==> src/rtl/adxl362_spi_ctrl.sv <==
`default_nettype none
// +----------------------------------------------------------------------------+
// | Module      : adxl362_spi_ctrl                                             |
// | Description : SPI-slave command sequencer for the ADXL362 register bank.   |
// |               Oversamples SCLK/CS_N/MOSI in the clk_16mhz domain and       |
// |               decodes register-write and register-read commands. It        |
// |               drives the bank address, write strobe and write data with    |
// |               address auto-increment, and serialises read data onto MISO.  |
// | Ports       : clk_16mhz, rst_n (async, active low)                         |
// |               spi_sclk/spi_cs_n/spi_mosi in, spi_miso out (mode 0, MSB 1st)|
// |               reg_address[5:0], reg_write, reg_data_write[7:0] out         |
// |               reg_data_read[7:0] in (combinational from reg_address)       |
// |               busy, cmd_error out                                          |
// | Config      : define ADXL362_SPI_RO_PROTECT_EN to block writes to          |
// |               addresses 0x00-0x1E (cmd_error pulses instead of reg_write). |
// | Revision    : 1.0  initial release                                         |
// +----------------------------------------------------------------------------+
module adxl362_spi_ctrl #(
   parameter int         SYNC_STAGES = 2,
   parameter logic [7:0] CMD_WRITE   = 8'h0A,
   parameter logic [7:0] CMD_READ    = 8'h0B
) (
   input  logic       clk_16mhz,
   input  logic       rst_n,
   input  logic       spi_sclk,
   input  logic       spi_cs_n,
   input  logic       spi_mosi,
   output logic       spi_miso,
   output logic [5:0] reg_address,
   output logic       reg_write,
   output logic [7:0] reg_data_write,
   input  logic [7:0] reg_data_read,
   output logic       busy,
   output logic       cmd_error
);

   localparam logic [5:0] RO_LAST = 6'h1E;

   typedef enum logic [2:0] {
      ST_IDLE   = 3'd0,
      ST_CMD    = 3'd1,
      ST_ADDR   = 3'd2,
      ST_WDATA  = 3'd3,
      ST_RDATA  = 3'd4,
      ST_IGNORE = 3'd5
   } state_t;

   state_t state, state_next;

   // Synchronisers; index 0 is the newest sample
   logic [SYNC_STAGES-1:0] sclk_sync, cs_sync, mosi_sync;
   logic sclk_rise, sclk_fall, cs_fall, cs_rise, mosi_bit;

   logic [3:0] bit_cnt;
   logic [3:0] bit_cnt_inc;
   logic [6:0] shift_in;
   logic [7:0] byte_in;
   logic       byte_done;
   logic [7:0] shout;
   logic       dir_read;
   logic       inc_pend;
   logic [1:0] load_pipe;
   logic       wr_blocked;

   logic cmd_bad, addr_done, wdata_done, rdata_done;

   always_ff @(posedge clk_16mhz or negedge rst_n) begin
      if (!rst_n) begin
         sclk_sync <= '0;
         cs_sync   <= '0;
         mosi_sync <= '0;
      end else begin
         sclk_sync <= {sclk_sync[SYNC_STAGES-2:0], spi_sclk};
         cs_sync   <= {cs_sync[SYNC_STAGES-2:0], spi_cs_n};
         mosi_sync <= {mosi_sync[SYNC_STAGES-2:0], spi_mosi};
      end
   end

   assign sclk_rise = sclk_sync[SYNC_STAGES-2] & ~sclk_sync[SYNC_STAGES-1];
   assign sclk_fall = ~sclk_sync[SYNC_STAGES-2] & sclk_sync[SYNC_STAGES-1];
   assign cs_rise   = cs_sync[SYNC_STAGES-2] & ~cs_sync[SYNC_STAGES-1];
   assign cs_fall   = ~cs_sync[SYNC_STAGES-2] & cs_sync[SYNC_STAGES-1];
   // MOSI is taken one sample before the detected SCLK rise: in mode 0 it was
   // set up on the previous fall, so that sample is well inside the stable window.
   assign mosi_bit  = mosi_sync[SYNC_STAGES-1];

   assign bit_cnt_inc = bit_cnt + 4'd1;
   assign byte_in     = {shift_in, mosi_bit};
   assign byte_done   = (state != ST_IDLE) && sclk_rise && (bit_cnt_inc == 4'd8);

`ifdef ADXL362_SPI_RO_PROTECT_EN
   assign wr_blocked = (reg_address <= RO_LAST);
`else
   assign wr_blocked = 1'b0;
`endif

   // ---------------------------------------------------------------- FSM
   always_ff @(posedge clk_16mhz or negedge rst_n) begin
      if (!rst_n) state <= ST_IDLE;
      else        state <= state_next;
   end

   always_comb begin
      state_next = state;
      cmd_bad    = 1'b0;
      addr_done  = 1'b0;
      wdata_done = 1'b0;
      rdata_done = 1'b0;
      case (state)
         ST_IDLE:   if (cs_fall) state_next = ST_CMD;
         ST_CMD: begin
            if (byte_done) begin
               if ((byte_in == CMD_WRITE) || (byte_in == CMD_READ)) begin
                  state_next = ST_ADDR;
               end else begin
                  state_next = ST_IGNORE;
                  cmd_bad    = 1'b1;
               end
            end
         end
         ST_ADDR: begin
            if (byte_done) begin
               addr_done  = 1'b1;
               state_next = dir_read ? ST_RDATA : ST_WDATA;
            end
         end
         ST_WDATA:  wdata_done = byte_done;
         ST_RDATA:  rdata_done = byte_done;
         ST_IGNORE: state_next = ST_IGNORE;
         default:   state_next = ST_IDLE;
      endcase
      // A byte completing together with CS_N rising is still committed above
      if (cs_rise) state_next = ST_IDLE;
   end

   // ----------------------------------------------------------- datapath
   always_ff @(posedge clk_16mhz or negedge rst_n) begin
      if (!rst_n) begin
         bit_cnt        <= '0;
         shift_in       <= '0;
         shout          <= '0;
         dir_read       <= 1'b0;
         inc_pend       <= 1'b0;
         load_pipe      <= '0;
         reg_address    <= '0;
         reg_write      <= 1'b0;
         reg_data_write <= '0;
         cmd_error      <= 1'b0;
      end else begin
         reg_write <= 1'b0;
         inc_pend  <= 1'b0;
         cmd_error <= cmd_bad | (wdata_done & wr_blocked);
         // Read data is captured two cycles after every address change so the
         // bank has settled on the new address.
         load_pipe <= {load_pipe[0], addr_done | rdata_done};

         if (state == ST_IDLE) begin
            bit_cnt <= '0;
         end else if (sclk_rise) begin
            shift_in <= byte_in[6:0];
            bit_cnt  <= byte_done ? 4'd0 : bit_cnt_inc;
         end

         if ((state == ST_CMD) && byte_done) dir_read <= (byte_in == CMD_READ);

         if (addr_done)                    reg_address <= byte_in[5:0];
         else if (rdata_done || inc_pend)  reg_address <= reg_address + 6'd1;

         // Write strobe follows the byte by one cycle; the increment follows the strobe.
         if (wdata_done) begin
            reg_data_write <= byte_in;
            reg_write      <= ~wr_blocked;
            inc_pend       <= 1'b1;
         end

         // The fall with bit_cnt==0 trails the previous byte and must not shift.
         if (load_pipe[1])
            shout <= reg_data_read;
         else if ((state == ST_RDATA) && sclk_fall && (bit_cnt != 4'd0))
            shout <= {shout[6:0], 1'b0};
      end
   end

   assign spi_miso = (state == ST_RDATA) & shout[7];
   assign busy     = (state != ST_IDLE);

endmodule
`default_nettype wire

==> config.mk <==
export PLATFORM = sky130hd
export DESIGN_NAME = adxl362_spi_ctrl
export DESIGN_NICKNAME = d
export VERILOG_FILES = /design/src/rtl/adxl362_spi_ctrl.sv
export SDC_FILE = /design/constraint.sdc
export NUM_CORES = 1
export LEC_CHECK = 0
export BUFFER_PORTS_ARGS = -buffer_cell sky130_fd_sc_hd__buf_4
export CORE_ASPECT_RATIO = 0.75
export CORE_MARGIN = 5
export CORE_UTILIZATION = 35
export CTS_BUF_LIST = sky130_fd_sc_hd__clkbuf_4
export CTS_CLUSTER_DIAMETER = 60
export CTS_CLUSTER_SIZE = 25
export DETAILED_ROUTE_END_ITERATION = 6
export SLEW_MARGIN = 20
export SYNTH_ARGS = -nofsm -noshare
export SYNTH_HDL_FRONTEND = slang
export SYNTH_SLANG_ARGS = --single-unit
==> constraint.sdc <==
create_clock -name clk_16mhz -period 3.7 [get_ports clk_16mhz]
set_input_delay 0 -clock clk_16mhz [delete_from_list [all_inputs] [get_ports clk_16mhz]]
set_output_delay 0 -clock clk_16mhz [all_outputs]
set_load 0.01 [all_outputs]
Word level (Yosys, flattened, before mapping)
Index checks and enable logic that the tools add are counted.
{ "totals": {"regBits": 47, "wordCells": 76, "input_bits": 13} }
{ "classes": {"addsub": 2, "n_reduce_logical": 16, "muxes": 22, "eq_ne": 12, "bitwise": 11} }
{ "op_table": {"columns": ["cell", "count"], "rows": [
  ["$mux W3", 6],
  ["$eq A8 B4 Y1 const B", 2],
  ["$mux W8", 2],
  ["$pmux W3 S5", 1],
  ["$mux W4", 3],
  ["$mux W6", 2],
  ["$ne A3 B3 Y1 const B", 3],
  ["$mux W1", 8],
  ["$add A6 B1 Y6 const B", 1],
  ["$eq A3 B2 Y1 const B", 2],
  ["$eq A3 B3 Y1 const B", 2],
  ["$reduce_bool A2 Y1", 3],
  ["$and A1 B1 Y1", 5],
  ["$logic_and A1 B1 Y1", 5],
  ["$not A1 Y1", 5],
  ["$add A4 B1 Y4 const B", 1],
  ["$eq A4 B4 Y1 const B", 1],
  ["$reduce_and A4 Y1", 1],
  ["$reduce_bool A4 Y1", 1],
  ["$eq A3 B1 Y1 const B", 1],
  ["$logic_not A3 Y1", 1],
  ["$reduce_bool A3 Y1", 1],
  ["$logic_or A1 B1 Y1", 2],
  ["$ne A2 B1 Y1 const B", 1],
  ["other kinds (3)", 3]
]} }

Logic depth before layout (Yosys ltp)
Gate-level depths: netlist (run 1).
{ "depth": {"word_depth": 8, "mapped_depth": 6, "ltp_nobuf": 6} }

Least setup slack after synthesis (run 1)
Ideal clock, no wire load.
{ "synth_path": {"path_kind": "register to register", "start": "reg bit_cnt[0]", "end": "reg state[1]", "arrival_time_ns": 1.802, "setup_ns": 0.125, "setup_slack_ns": 1.773, "stages_incl_launch_ff": 6, "synth_period_minus_slack_ns": 1.927, "path_buffers": 0, "cell_sequence": "dfrtp_1 ha_1 o2111ai_4 maj3_2 a22oi_4 mux2_4"} }
{ "synth_between": {"elab_chain_len": 5, "word_cells_on_any_way": 6} }
{ "synth_rtl": {"columns": ["item", "line", "rtl"], "rows": [
  ["from (decl)", "54", "logic [3:0] bit_cnt;"],
  ["from (signal assigned)", "161", "bit_cnt <= byte_done ? 4'd0 : bit_cnt_inc;"],
  ["$add A4 B1 Y4 *", "87", "assign bit_cnt_inc = bit_cnt + 4'd1;"],
  ["$eq A4 B4 Y1 *", "89", "assign byte_done = (state != ST_IDLE) && sclk_rise && (bit_cnt_inc == 4'd8);"],
  ["$logic_and A1 B1 Y1 *", "89", null],
  ["$ne A3 B3 Y1 (no line)", null, null],
  ["$reduce_and A4 Y1 (no line) *", null, null],
  ["to (signal assigned)", "100", "else state <= state_next;"],
  ["to (decl)", "48", "state_t state, state_next;"]
]} }
Every way passes the cells marked *; elsewhere a longest branch is shown, timed or not.
A chain may end at the register's enable or synchronous reset.

Worst setup path after layout (run 1)
{ "layout_path": {"start": "reg bit_cnt[0]", "end": "reg reg_data_write[3]"} }
{ "layout_between": {"elab_chain_len": 4} }
{ "layout_rtl": {"columns": ["item", "line", "rtl"], "rows": [
  ["$add A4 B1 Y4", "87", null],
  ["$eq A4 B4 Y1", "89", null],
  ["$logic_and A1 B1 Y1", "89", null],
  ["$mux W1", "109", "case (state)"],
  ["to (signal assigned)", "171", "reg_data_write <= byte_in;"],
  ["to (decl)", "31", "output logic [7:0] reg_data_write,"]
]} }
Every way passes these cells.

==> impl_results.md, run 1 <==
- Status: finished, final reports clean
- Synthesized cell area: roughly 0.0023 mm²
- Placed cells: 303
- Maximum VDD drop: 0.000202 V
- Fmax: 468 MHz
- Worst path arrival time: 2410 ps
- Most common cell after layout, fill and taps aside: dfrtp_1
- Synth Register Bits: 47
- Worst setup EP type: flop
- CTS tree: done
- Routed WL: 4.54 mm
- Largest net degree at the start of global routing: between 40 and 50
- Maximum clock path buffer count: 2
- Worst setup margin: 1560 ps
- Final setup violation count: 0
- Mapped Nets: 213
- Initial Util: 35.8%
- CP Launch Type: flop
- Pleak: 0.00125 µW
- Clk_lat worst skew: 370 ps
- Final instance area: approximately 0.0028 mm²
- H-tree levels: 2
- Initial antenna violation count: 0
- GP Congestion: 0.752
- Residual DRC: 0
- Max cap viols: 0
- Post-DRT Antenna Nets: 0
- Reg clk slew, reported paths: 140 ps
- Share of cells above drive strength 1: 26.4%
- Syn avg cell area: 11.5 µm²
- Core area: between 0.006 and 0.007 mm²
- Dpl hpwl: ~3.2 mm
- Buffers on Ports: 30
- PostCTS Resize Cnt: 0
- RSZ-0062 raised after global routing: no
- Die Y: 79.5 µm
- Post-DP Area: ~0.0026 mm²
- NumNets Final: 258
- Min Tclk post-route: 2140 ps
- Slew at the pin closest to its max-slew limit: around 670 ps
- Critical path required time: slightly below 4000 ps
- Hold Fails Final Rpt: 0
- Clk_skew: 14.3 ps
- Syn-to-layout area delta: 23.5%
- Fin crit share: 57.8%
- Die width: 103 µm
- Antenna Cells: 0
- Sequential share of the synthesized area: between 50% and 60%
- Cell variety after synth: 46
- Die ar.: between 0.008 and 0.009 mm²
- Routed WL per cell: 14.0 µm
- Vias in the first global route: 1614
- DR pass1 iterations: 5
- Vias per std cell: 4.98
- PwrDens: 524 mW/mm²
- DR vias: 1610
- Total GRT Usage: about 12%
- IO Count: 31
- TritonCTS Buffers: 5
- Starting DRT DRC Count: 78
- Root Buffer: clkbuf_4
- Ys async rst share: 100%
- Pre-CTS WS: 1560 ps
- Slew HR: 55.0%
- Setup TNS: 0 ps
- Fin cells: 323
- Clock Sinks: 47
- Synth Warn #: 0
- Final Util: roughly 44%
- Final Max Slew Viols: 0
- Commonest non-fill, non-tap cells in the layout: dfrtp_1, buf_4, nand2_1, nor2_1, o21ai_0
- Number of synthesized flops with an enable pin: 0
- Kind of critical path: flop to flop
- Post-synthesis cell count: 196
- Row count: 25
- Grt total ovfl: 0
- HP Class: input port to asynchronous set/reset pin
- Max Fanout on Critical Path: 9
- First-pass GRT wire length: 7.81 mm
- Top_reg_cell synth: dfrtp_1
layer usage:
layer  up-vias  wire length, µm  track usage, %
li1        796                -               -
met1       760             2450            18.9
met2        47             1750            16.2
met3         7              255            2.97
met4         0               82            4.46
met5         -                0               0
cell families after synthesis:
group                      count (synthesis)  synth area share (%)
muxes                                     26                  14.0
xor gates and xnor gates                   2                 0.778
and+or+nand+nor                           60                  13.5
AOI/OAI and AO/OA                         45                  14.6
DFF                                       47                  52.3
adders and majority gates                  5                  2.72
buffers and inverters                     11                  2.22
repair_timing:
item	in CTS	in global routing
buffers inserted	0	0
hold buffers	12	0
hold endpoints to repair	58	0
final cells by class:
type                       count  area (µm²)
fill                         598        3510
sequential                    47        1180
multi-input combinational    138        1020
timing repair buffer          42         345
tap                           81         101
clock inverter                 3        67.6
clock buffer                   5        37.5
inverter                       7        26.3
worst max-delay path, cell delays in order, from the launching register on:
cell	delay, ps
dfrtp_1	500
ha_1	340
o2111ai_4	220
or3_1	620
mux2_4	370
registers in the layout (all words and copies together), names as in the netlist:
name / count
mosi_sync: 2
shift_in: 7
dir_read: 1
inc_pend: 1
cmd_error: 1
state: 3
load_pipe: 2
cs_sync: 2
shout: 8
reg_address: 6
bit_cnt: 4
reg_data_write: 8
sclk_sync: 2
path summary, 6_finish.rpt:
check	start	end	slack [ps]	cells after the start
max	bit_cnt[0]	reg_data_write[3]	1560	4
min	rst_n	shout[3]	160	2
max reg2reg	bit_cnt[0]	reg_data_write[3]	1560	4
min reg2reg	mosi_sync[0]	mosi_sync[1]	360	0
max in group asynchronous	rst_n	bit_cnt[0]	3130	2
min in group clk_16mhz	spi_cs_n	cs_sync[0]	280	2
through the flow:
stage	total power [µW]	hold slack, ps
finish	1460	162
global route	1550	201
CTS	1480	177
detailed placement	1080	52.6
global placement	1080	45.3
floorplan	967	-296
synthesized netlist by cell type (2+ instances only):
library cell / count / area share [%]
inv_1: 7 / 1.2
mux2_4: 9 / 6.0
ha_1: 4 / 2.2
mux2_2: 8 / 4.0
nand3_1: 4 / 0.89
o211ai_1: 2 / 0.67
a21oi_1: 9 / 2.0
a31oi_1: 2 / 0.56
nand2_1: 19 / 3.2
and3_1: 2 / 0.56
or4_1: 2 / 0.67
a21o_1: 2 / 0.67
nand2b_1: 5 / 1.4
dfrtp_1: 47 / 52
nor3_1: 4 / 0.89
o21ai_0: 14 / 3.1
mux2i_1: 9 / 4.0
clkbuf_1: 2 / 0.33
a2bb2oi_1: 3 / 1.2
nor2_1: 14 / 2.3
o2bb2ai_1: 3 / 1.2
where the power goes:
part	total, µW	internal, µW	switching [µW]
registers	715	598	117
logic	366	185	181
clock network	375	210	165
No activity file was read; power rests on OpenSTA's default activity.
==> run 2: changes to the inputs <==
==> constraint.sdc (replaced) <==
create_clock -name clk_16mhz -period 1.75 [get_ports clk_16mhz]
set_input_delay 0 -clock clk_16mhz [delete_from_list [all_inputs] [get_ports clk_16mhz]]
set_output_delay 0 -clock clk_16mhz [all_outputs]
set_load 0.01 [all_outputs]
==> impl_results.md, run 2 (synthesis gave the netlist of run 1 again) <==
- Share of cells above drive strength 1: 39.6%
- Worst path arrival time: 2130 ps
- Largest net degree at the start of global routing: 48
- R2r setup slk: -100 ps
- Clock Sinks: 47
- Worst setup margin: -102 ps
- Fmax: about 540 MHz
- Final Max Slew Viols: 0
- Status: finished, violations left
- Hold Fails Final Rpt: 0
- Residual DRC: 0
- Cell-internal power: 2250 µW
- Crit path max-delay cell type: dfrtp_1
- Routed WL: between 4 and 5 mm
- Most common cell after layout, fill and taps aside: buf_4
- Largest regs: reg_data_write x8, shout x8, shift_in x7
- Critical path required time: 2030 ps
- Clk_lat worst skew: 370 ps
- Final setup violation count: 13
- Vias in the first global route: approximately 1700
- Total GRT Usage: around 13%
- Final Util: 49.1%
- Worst setup EP type: flop
- Failing checks: setup timing
- Sequential share of power: 43.0%
- HP Class: input port to asynchronous set/reset pin
- Maximum VDD drop: ~0.00043 V
- Sw power: 1140 µW
- Kind of critical path: flop to flop
- Die ar.: about 0.0082 mm²
- DR vias: about 1700
- Starting DRT DRC Count: 96
- Vias per std cell: about 5
- First-pass GRT wire length: 8.04 mm
- DR pass1 iterations: 4
- Maximum clock path buffer count: 2
- Min Tclk post-route: 1850 ps
- Routed WL per cell: 14.0 µm
- CTS tree: done
- Initial Util: approximately 36%
- Launch point of the worst reg-to-reg path: bit_cnt[3]
- Dpl hpwl: 3.45 mm
- Logic gate share of total power: 36.5%
- PwrDens: 1100 mW/mm²
- Initial antenna violation count: 0
- Max cap viols: 0
- Clk_skew: 8.24 ps
- Sw Share: 33.6%
- TritonCTS Buffers: 5
- Post-DRT Antenna Nets: 0
- Root Buffer: clkbuf_4
- Buffers on Ports: 30
- Die Y: 79.5 µm
- Slowest stage delay, CP: about 440 ps
- Commonest non-fill, non-tap cells in the layout: buf_4, dfrtp_1, nand2_1, nor2_1
- Antenna Cells: 0
- Largest delay contributor family on the critical path: simple AND/OR/NAND/NOR gates
- GP Congestion: between 0.7 and 0.8
- H-tree levels: 2
- Reg2reg end: reg_data_write[5]
- Slew at the pin closest to its max-slew limit: ~600 ps
- NumNets Final: 291
- Clock share of power: 20.5%
- Die width: between 100 and 150 µm
- CP Launch Type: flop
- Grt total ovfl: 0
- Cells along the critical path: and3b_4, o2111ai_4, or3_4, buf_6, mux2_4
- Reg clk slew, reported paths: 150 ps
- RSZ-0062 raised after global routing: yes
- Crit path buffers/inverters: 1
- Syn-to-layout area delta: 37.1%
- Core area: 0.00629 mm²
- Max Fanout on Critical Path: 5
- Pleak: 0.00142 µW
- Slew HR: roughly three fifths
- Worst r2r path cells: 5
- WHS: between 150 and 200 ps
- IO Count: 31
- Fin crit share: 106%
- Row count: 25
[run 2: power groups by stage]
stage               Clock (µW)  Sequential, µW  Combinational (µW)
global route               748            1480                1340
detailed placement           0            1480                1100
finish                     695            1460                1240
global placement             0            1470                1090
CTS                        717            1460                1160
floorplan                    0            1450                 616
[run 2: worst max path at each step]
stage	start	to	slack, ps	cells after the start
2_1_floorplan	bit_cnt[3]	state[1]	-70	5
3_3_place_gp	bit_cnt[3]	state[1]	-30	5
3_5_place_dp	bit_cnt[3]	state[1]	-80	5
4_1_cts	bit_cnt[3]	state[1]	-100	5
5_1_grt	bit_cnt[3]	state[1]	-160	5
6_report	bit_cnt[3]	reg_data_write[5]	-100	5
[run 2: area by class of cell]
cell class,count,area (µm²)
clock buffers,5,37.5
repair buffers,75,612
clock inverters,3,47.5
inverters,7,26.3
flip-flops and latches,47,1180
fillers,564,3200
multi-input cells,138,1080
well taps,81,101
[run 2: timing repair]
action | CTS | global route
pin swaps | 0 | 4
hold buffers | 12 | 0
cloned | 1 | 0
setup endpoints to repair | 12 | 18
hold endpoints to repair | 58 | 0
setup buffers | 3 | 4
resized for setup | 8 | 9
[run 2: per-stage QoR]
step	cells	power [µW]	setup slack, ps	TNS (ps)	instance area, µm²
after floorplan	196	2070	-72.1	-72.1	2270
after global placement	329	2560	-29.4	-190	2770
after detailed placement	329	2580	-77.5	-471	2770
after CTS	353	3330	-103	-546	3040
after global routing	356	3570	-158	-1880	3090
final	356	3390	-102	-999	3090
[run 2: worst reg2reg max path, cell delays in order (launching register included)]
cell and delay [ps]:
dfrtp_1 440, and3b_4 340, o2111ai_4 130, or3_4 420, buf_6 160, mux2_4 300
[run 2: routing by layer]
metal	vias up	wire, µm	global-route usage (%)
met4	0	37	2.36
met2	30	2010	17.5
met1	831	2700	19.3
li1	863	-	-
met5	-	0	0
met3	5	248	3.49
==> run 3: changes to the inputs <==
--- a/config.mk
+++ b/config.mk
@@ -13,6 +13,8 @@
 export CTS_CLUSTER_DIAMETER = 60
 export CTS_CLUSTER_SIZE = 25
 export DETAILED_ROUTE_END_ITERATION = 6
+export PLACE_DENSITY_LB_ADDON = 0.1
+export SKIP_LAST_GASP = 1
 export SLEW_MARGIN = 20
 export SYNTH_ARGS = -nofsm -noshare
 export SYNTH_HDL_FRONTEND = slang
==> impl_results.md, run 3 (synthesis gave the netlist of run 1 again) <==
- Reg2reg end: state[1]
- TritonCTS Buffers: 5
- Kind of critical path: flop to flop
- Worst setup margin: -102 ps
- Maximum clock path buffer count: 2
- DR vias: 1660
- GP Congestion: 0.759
- Clk_lat worst skew: 350 ps
- Row count: 25
- Largest regs: reg_data_write x8, shout x8, shift_in x7
- FILL cells: 589
- Buffers on Ports: 30
- Worst setup EP type: flop
- Routed WL: 4.96 mm
- Pre-CTS WS: -82.0 ps
- Slew at the pin closest to its max-slew limit: 604 ps
- H-tree levels: 2
- Vias in the first global route: 1692
- Total GRT Usage: 13.4%
- Vias per std cell: around 4.8
- Failing checks: setup timing
- Worst r2r path cells: 5
- Largest net degree at the start of global routing: 48
- Root Buffer: clkbuf_4
- Status: finished, violations left
- Critical path required time: 2000 ps
- NumNets Final: 282
- Max Fanout on Critical Path: 5
- DR pass1 iterations: 4
- Die ar.: 0.00815 mm²
- Slew HR: 59.8%
- Grt total ovfl: 0
- Launch point of the worst reg-to-reg path: bit_cnt[3]
- WHS: between 150 and 200 ps
- Worst path arrival time: 2100 ps
- Die width: approximately 100 µm
- Fin crit share: 106%
- Min Tclk post-route: 1850 ps
- Pwr Total: 3080 µW
- Max cap viols: 0
- Maximum VDD drop: 0.000495 V
- Core area: 0.00629 mm²
- Post-DRT Antenna Nets: 0
- Initial Util: 35.8%
- Commonest non-fill, non-tap cells in the layout: buf_4, dfrtp_1, nand2_1, o21ai_0, nor2_1
- Fmax: 540 MHz
- Initial antenna violation count: 0
- Residual DRC: 0
- Clock Sinks: 47
- HP Class: input port to asynchronous set/reset pin
- Hold Fails Final Rpt: 0
- Final Max Slew Viols: 0
- Antenna Cells: 0
- Final setup violation count: 11
- Most common cell after layout, fill and taps aside: buf_4
- Reg clk slew, reported paths: 130 ps
- IO Count: 31
- Routed WL per cell: 14.3 µm
- Setup TNS: -466 ps
- Post-DP Area: ~0.0028 mm²
- Pleak: 0.00134 µW
- CP Launch Type: flop
- Setup crit end: state[1]
- Starting DRT DRC Count: 85
- Share of cells above drive strength 1: 35.0%
- First-pass GRT wire length: roughly 8.5 mm
- RSZ-0062 raised after global routing: yes
- Crit. Startpoint: bit_cnt[3]
- Syn-to-layout area delta: 30.9%
- R2r setup slk: -100 ps
- PwrDens: 1040 mW/mm²
- Final instance area: 0.00295 mm²
- Die Y: 79.5 µm
- Dpl hpwl: 3.44 mm
- CTS tree: done
- Clk_skew: 5.16 ps
run 3: worst min path at each step:
stage,startpoint,to
detailed placement,rst_n,cs_sync[0]
global route,rst_n,reg_data_write[4]
floorplan,rst_n,bit_cnt[0]
global placement,rst_n,bit_cnt[2]
finish,rst_n,cs_sync[1]
CTS,rst_n,reg_address[5]
run 3: timing repair:
item                                    in CTS  in global routing
endpoints found under the setup margin      12                 17
hold buffers                                12                  0
buffers inserted                             1                  0
pin swaps                                    2                  1
gates resized for setup                      3                  1
endpoints found under the hold margin       58                  0
run 3: per-stage QoR:
step,util [%],instances
2_1_floorplan,-,196
3_3_place_gp,43.7,326
3_5_place_dp,43.7,326
4_1_cts,46.8,347
5_1_grt,46.9,347
6_report,46.9,347
run 3: cell type report:
| type | instances | area [µm²] | share of cell area [%] |
|---|---|---|---|
| clock buffers | 5 | 37.5 | 1.27 |
| clock inverters | 3 | 15.0 | 0.510 |
| inverters | 7 | 26.3 | 0.892 |
| multi-input cells | 138 | 1060 | 35.9 |
| flip-flops and latches | 47 | 1180 | 40.0 |
| well taps | 81 | 101 | 3.44 |
| repair buffers | 66 | 529 | 18.0 |
run 3: worst max-delay path, cell delays in order (launching register included):
cell       delay (ps)
dfrtp_1           430
and3b_4           330
o2111ai_4         120
maj3_2            360
a22oi_4           200
mux2_4            310
run 3: where the power goes:
part           switching [µW]  internal (µW)
registers                 211           1270
clock network             338            148
logic                     518            593
total                    1070           2010
run 3: routing by layer:
metal	vias to the layer above	part of all wire (%)	track usage [%]
met5	-	0	0
li1	845	-	-
met1	784	56	21.4
met4	0	0.81	3.15
met3	4	3.1	3.14
met2	27	40	18.0
